<file path="src/rtl/cline_write_buffer_pkg.sv">
// Shared types for the eviction write buffer at the default lc3b widths.
// Parametrised builds derive their own entry layout locally.
package cline_write_buffer_pkg;

  localparam int WB_ADDR_W   = 16;
  localparam int WB_LINE_W   = 128;
  localparam int WB_OFFSET_W = 4;
  localparam int WB_TAG_W    = WB_ADDR_W - WB_OFFSET_W;

  typedef enum logic {
    wb_idle  = 1'b0,
    wb_write = 1'b1
  } lc3b_wb_state;

  typedef struct packed {
    logic                 valid;
    logic [WB_TAG_W-1:0]  line_addr;
    logic [WB_LINE_W-1:0] data;
  } lc3b_wb_entry;

endpackage

</file>
<file path="src/rtl/cline_wb_cam.sv">
// Match array over the buffer ring: per-entry line match plus the index of the
// youngest match, where age is measured from the head pointer.
module cline_wb_cam #(
  parameter int DEPTH = 4,
  parameter int TAG_W = 12,
  parameter int IDX_W = 2
) (
  input  logic [DEPTH-1:0]            vld,
  input  logic [DEPTH-1:0][TAG_W-1:0] tags,
  input  logic [TAG_W-1:0]            probe,
  input  logic [IDX_W-1:0]            head,
  input  logic                        excl_en,
  input  logic [IDX_W-1:0]            excl_idx,
  output logic [DEPTH-1:0]            match,
  output logic [IDX_W-1:0]            idx
);

  for (genvar g = 0; g < DEPTH; g++) begin : g_ent
    assign match[g] = vld[g] && (tags[g] == probe) &&
                      !(excl_en && (excl_idx == IDX_W'(g)));
  end

  logic [IDX_W-1:0] pos;

  // Walk oldest to youngest so the last match seen is the youngest.
  always_comb begin
    idx = head;
    pos = head;
    for (int k = 0; k < DEPTH; k++) begin
      pos = head + IDX_W'(k);
      if (match[pos]) idx = pos;
    end
  end

endmodule

</file>
<file path="src/rtl/cline_write_buffer.sv">
// Eviction write buffer: ring of dirty lines draining to pmem in FIFO order,
// with same-line write merging, read-after-evict lookup and explicit flush.
module cline_write_buffer
  import cline_write_buffer_pkg::*;
#(
  parameter int ADDR_W   = 16,
  parameter int LINE_W   = 128,
  parameter int OFFSET_W = 4,
  parameter int DEPTH    = 4
) (
  input  logic                       clk,
  input  logic                       rst_n,
  input  logic                       wb_write_valid,
  output logic                       wb_write_ready,
  input  logic [ADDR_W-1:0]          wb_write_addr,
  input  logic [LINE_W-1:0]          wb_write_data,
  input  logic [ADDR_W-1:0]          lookup_addr,
  output logic                       lookup_hit,
  output logic [LINE_W-1:0]          lookup_data,
  input  logic                       drain_hold,
  input  logic                       flush,
  output logic                       pmem_write,
  output logic [ADDR_W-1:0]          pmem_address,
  output logic [LINE_W-1:0]          pmem_wdata,
  input  logic                       pmem_resp,
  output logic [$clog2(DEPTH+1)-1:0] count,
  output logic                       idle
);

  localparam int TAG_W = ADDR_W - OFFSET_W;
  localparam int IDX_W = $clog2(DEPTH);
  localparam int CNT_W = $clog2(DEPTH+1);

  typedef struct packed {
    logic              valid;
    logic [TAG_W-1:0]  line_addr;
    logic [LINE_W-1:0] data;
  } entry_t;

  entry_t [DEPTH-1:0]            ents;
  logic [DEPTH-1:0]              ent_vld;
  logic [DEPTH-1:0][TAG_W-1:0]   ent_tag;
  logic [IDX_W-1:0]              head, tail, mrg_idx, lk_idx;
  logic [DEPTH-1:0]              mrg_match, lk_match;
  logic [CNT_W-1:0]              count_nxt;
  lc3b_wb_state                  state, state_nxt;
  logic                          flush_active, full, mrg_hit;
  logic                          push, push_new, push_merge, pop, start_ok, start;
  logic [TAG_W-1:0]              wr_tag;

  for (genvar g = 0; g < DEPTH; g++) begin : g_unpack
    assign ent_vld[g] = ents[g].valid;
    assign ent_tag[g] = ents[g].line_addr;
  end

  assign wr_tag = wb_write_addr[ADDR_W-1:OFFSET_W];

  // The head being written to memory must not absorb a merge: its data is
  // already latched into pmem_wdata.
  cline_wb_cam #(.DEPTH(DEPTH), .TAG_W(TAG_W), .IDX_W(IDX_W)) u_mrg_cam (
    .vld(ent_vld), .tags(ent_tag), .probe(wr_tag), .head(head),
    .excl_en(state == wb_write), .excl_idx(head),
    .match(mrg_match), .idx(mrg_idx)
  );

  cline_wb_cam #(.DEPTH(DEPTH), .TAG_W(TAG_W), .IDX_W(IDX_W)) u_lk_cam (
    .vld(ent_vld), .tags(ent_tag), .probe(lookup_addr[ADDR_W-1:OFFSET_W]), .head(head),
    .excl_en(1'b0), .excl_idx(head),
    .match(lk_match), .idx(lk_idx)
  );

  assign mrg_hit        = |mrg_match;
  assign full           = (count == CNT_W'(DEPTH));
  assign wb_write_ready = !flush_active && (mrg_hit || !full);
  assign push           = wb_write_valid && wb_write_ready;
  assign push_merge     = push && mrg_hit;
  assign push_new       = push && !mrg_hit;
  assign pop            = (state == wb_write) && pmem_resp;
  assign count_nxt      = count + CNT_W'(push_new) - CNT_W'(pop);
  assign start_ok       = (count != '0) && (!drain_hold || flush_active || full);
  assign lookup_hit     = |lk_match;
  assign lookup_data    = lookup_hit ? ents[lk_idx].data : '0;
  assign idle           = (count == '0) && (state == wb_idle) && !flush_active;

  always_ff @(posedge clk or negedge rst_n) begin
    if (!rst_n) state <= wb_idle;
    else        state <= state_nxt;
  end

  always_comb begin
    state_nxt = state;
    start     = 1'b0;
    case (state)
      wb_idle: if (start_ok) begin
        state_nxt = wb_write;
        start     = 1'b1;
      end
      wb_write: if (pmem_resp) state_nxt = wb_idle;
      default:  state_nxt = wb_idle;
    endcase
  end

  always_comb pmem_write = (state == wb_write);

  always_ff @(posedge clk or negedge rst_n) begin
    if (!rst_n) begin
      ents         <= '0;
      head         <= '0;
      tail         <= '0;
      count        <= '0;
      flush_active <= 1'b0;
      pmem_address <= '0;
      pmem_wdata   <= '0;
    end else begin
      if (push_new) begin
        ents[tail].valid     <= 1'b1;
        ents[tail].line_addr <= wr_tag;
        ents[tail].data      <= wb_write_data;
        tail                 <= tail + 1'b1;
      end
      if (push_merge) ents[mrg_idx].data <= wb_write_data;
      if (pop) begin
        ents[head].valid <= 1'b0;
        head             <= head + 1'b1;
      end
      count        <= count_nxt;
      flush_active <= (flush_active || (flush && count != '0)) && (count_nxt != '0);
      // A merge into the head on the drain-start cycle must reach memory.
      if (start) begin
        pmem_address <= {ents[head].line_addr, {OFFSET_W{1'b0}}};
        pmem_wdata   <= (push_merge && mrg_idx == head) ? wb_write_data : ents[head].data;
      end
    end
  end

endmodule

</file>
<file path="config.mk">
export PLATFORM = sky130hd
export DESIGN_NAME = cline_write_buffer
export DESIGN_NICKNAME = d
export VERILOG_FILES = /design/src/rtl/cline_write_buffer_pkg.sv /design/src/rtl/cline_wb_cam.sv /design/src/rtl/cline_write_buffer.sv
export SDC_FILE = /design/constraint.sdc
export NUM_CORES = 2
export LEC_CHECK = 0
export CAP_MARGIN = 20
export CORE_ASPECT_RATIO = 0.6
export CORE_MARGIN = 1.5
export CORE_UTILIZATION = 55
export CTS_BUF_LIST = sky130_fd_sc_hd__clkbuf_8 sky130_fd_sc_hd__clkbuf_16
export CTS_CLUSTER_DIAMETER = 80
export CTS_CLUSTER_SIZE = 20
export DETAILED_ROUTE_END_ITERATION = 12
export PLACE_DENSITY = 0.79
export SLEW_MARGIN = 20
export SYNTH_ARGS = -nofsm -noshare
export SYNTH_HDL_FRONTEND = slang
export SYNTH_HIERARCHICAL = 1
export SYNTH_SLANG_ARGS = --single-unit
</file>
<file path="constraint.sdc">
create_clock -name clk -period 5.2 [get_ports clk]
set_input_delay 1.3 -clock clk [delete_from_list [all_inputs] [get_ports clk]]
set_output_delay 1.3 -clock clk [all_outputs]
set_load 0.01 [all_outputs]
</file>
==> results_dict.tcl <==
set metrics [dict create \
    status "finished with violations" \
    violations "setup timing" \
    design_area_mm2 0.0459 \
    synth.area.top_cells "dfrtp_1, mux2_2, mux4_2, mux2i_1, xnor2_1" \
    ys_types 41 \
    grt_pass1_wl_um 156000 \
    min_period_over_period 1.03 \
    ff2ff_path_depth 9 \
    cts_buffers 42 \
    fin_skew_ps 23.6 \
    vias_per_cell 6.10 \
    required_ps 3900 \
    root_buffer "clkbuf_16" \
    gp_congestion 0.934 \
    finalHoldViolCount 0 \
    drt_first_pass_iters 5 \
    place.port_buffers 432 \
    ys_seq_area_frac 0.487 \
    ir_drop_mv 0.332 \
    cp_num_buf_inv 7 \
    relSlewSlack 0.305 \
    mostFrequentLayoutCells "dfrtp_1, mux2_2, clkdlybuf4s50_1, mux4_2, buf_6" \
    finalSetupViolCount 74 \
    clockBufferDepth 3 \
    syn_inst 2512 \
    critPathLaunchType "primary input" \
    dr.first_iter.drc_count 1800 \
    cp.depth 15 \
    overflow 0 \
    ys.warnings.count 6 \
    die_height_um 203 \
    finalMaxSlewViolations 0 \
    die-width_um 336 \
    fp.coreArea_mm2 0.0660 \
    cp-end-kind "primary output" \
    endpoint "lookup_data[105]" \
    area_growth_pct 25.5 \
    synth_seq_cells 713 \
    holdWs_ps 514 \
    place_area_mm2 0.0428 \
    period_needed_ps 5350 \
    grt_pass1_vias 25587 \
    clk_latency_ps 600 \
    max_freq_mhz 187 \
    layout_commonest_cell "dfrtp_1" \
    wl_per_cell_um 25.6 \
    cts.clk_slew.worst_paths_ps 90 \
    worstPathArrival_ps 4050 \
    post-route-util 0.696 \
    worstSetupPathType "primary input to primary output" \
    grt_max_degree 116 \
    die_area_mm2 0.0682 \
    io_pins 445 \
    cp_slowest_cell "mux4_2" \
    powerDensity_mw_per_mm2 614 \
    synth.avg_cell_area_um2 14.6 \
    critPathMaxStageDelay_ps 500 \
    crit_family "simple AND/OR/NAND/NOR gates" \
    synth_largest_area_cell "dfrtp_1" \
    power.leakage_nw 18.9 \
    initial_utilization 0.554 \
    cts_tree "done" \
    cts_sinks 713 \
    path_cells "buf_8 -> xnor2_2 -> buf_4 -> nand4_1 -> nor4_4 -> nand3b_1 -> and3_4 -> o21a_4 -> buf_12 -> buf_12 -> buf_16 -> buf_6 -> mux4_2 -> and2_4 -> buf_6" \
    fin_nets 3190 \
    post-route-drc-count 0 \
    pre_cts_ws_ps -824 \
    cp_max_fo 8 \
    rsz0062_at_grt "yes" \
    cts-htree-levels 2 \
    dp_hpwl_um 64800 \
    syn-cell-area_mm2 0.0366 \
    vias 23963 \
    setup_ws_ps -148 \
    r2r_end "pmem_wdata[39]$_DFFE_PN0P_" \
    drtAntennaViolNets 0 \
    netlist.area_leader.share 0.487 \
    reg2reg_from "head[0]$_DFFE_PN0P_" \
    layout-drive-gt1-share 0.473 \
    hold_buffers 0 \
    hp-class "flip-flop to flip-flop" \
    max_cap_violations 0 \
    rows 73 \
    antenna_found_initial 8 \
    route.final.wire_length_um 101000 \
    r2r_slack_ps 1280 \
    crit_path_start "lookup_addr[4]" \
    worst_slew_pin_slew_ps 1040 \
    track_usage 0.299 \
]
area by class of cell:
class,count,area (µm²)
fillers,4379,20100
multi-input cells,1582,18300
flip-flops and latches,713,17800
repair buffers,659,7480
well taps,900,1130
clock buffers,44,1090
inverters,15,56.3
clock inverters,5,46.3
diodes,12,30.0
synthesized netlist by cell type, drive strengths merged:
library cell / number
nand2: 8
a21o: 1
xor2: 3
nand3: 9
a21oi: 145
mux4: 268
o21a: 4
ha: 10
and3: 2
mux2: 572
fa: 1
a31oi: 1
nor2: 133
nand2b: 3
and2: 128
buf: 130
nor3: 2
nor3b: 1
conb: 1
dfrtp: 713
or3: 4
nor4: 10
inv: 15
o311a: 1
o21ai: 12
xnor2: 99
mux2i: 128
clkbuf: 77
nand3b: 4
or3b: 1
or4: 2
nand4: 24
stage by stage:
stage	setup TNS [ps]	total power [mW]	cells
finish	-3750	28.2	3930
global placement	-93650	22.7	3771
CTS	-13920	28.0	3900
floorplan	0	18.8	2517
detailed placement	-98440	23.4	3771
global route	-9770	29.8	3926
kinds of logic (layout without fill, tap and decap cells):
family                     Yosys count  in the layout  share of synthesized area
adders and majority gates           11             11                    0.00396
AOI/OAI and AO/OA                  164            164                     0.0229
and+or+nand+nor                    331            331                     0.0512
buffers and inverters              222            723                     0.0309
xor gates and xnor gates           102            102                     0.0256
muxes                              968            968                      0.378
other                                1             18                   0.000102
DFF                                713            713                      0.487
report_power, final:
part           internal [mW]  total [mW]  switching, mW  leakage [nW]
combinational           8.63        14.3           5.68          9.68
clock                   1.51        3.36           1.85         0.562
sequential              8.31        10.5           2.21          8.69
total                   18.5        28.2           9.75          18.9
how the worst min path moves through the flow:
stage                                  from                           end  slack, ps  depth (start not counted)
2_1_floorplan           ents[282]$_DFF_PN0_           ents[282]$_DFF_PN0_        490                          1
3_3_place_gp    pmem_address[6]$_DFFE_PN0P_   pmem_address[6]$_DFFE_PN0P_        490                          1
3_5_place_dp   pmem_address[12]$_DFFE_PN0P_  pmem_address[12]$_DFFE_PN0P_        500                          1
4_1_cts        pmem_address[12]$_DFFE_PN0P_  pmem_address[12]$_DFFE_PN0P_        520                          1
5_1_grt        pmem_address[12]$_DFFE_PN0P_  pmem_address[12]$_DFFE_PN0P_        520                          1
6_report       pmem_address[12]$_DFFE_PN0P_  pmem_address[12]$_DFFE_PN0P_        510                          1
routing by layer:
| layer | track usage | vias to the layer above | share of wire |
|---|---|---|---|
| met5 | 0 | - | 0 |
| met4 | 0.0834 | 0 | 0.022 |
| met3 | 0.0410 | 132 | 0.052 |
| met2 | 0.471 | 723 | 0.48 |
| met1 | 0.438 | 12857 | 0.44 |
| li1 | - | 10251 | - |
state kept, by name (all words and copies together), names as in the netlist, named ones only:
register and count:
count 3, ent_vld 4, ents 512, flush_active 1
head 2, pmem_address 12, pmem_wdata 128, pmem_write 1
tail 2
what timing repair did:
item                                    in CTS  in global routing
gates resized for setup                    744                190
gates cloned                                12                  1
pin swaps                                   57                 65
buffers inserted                            69                 27
endpoints found under the setup margin     129                129
Note: power is estimated with default switching activity, not from simulation.
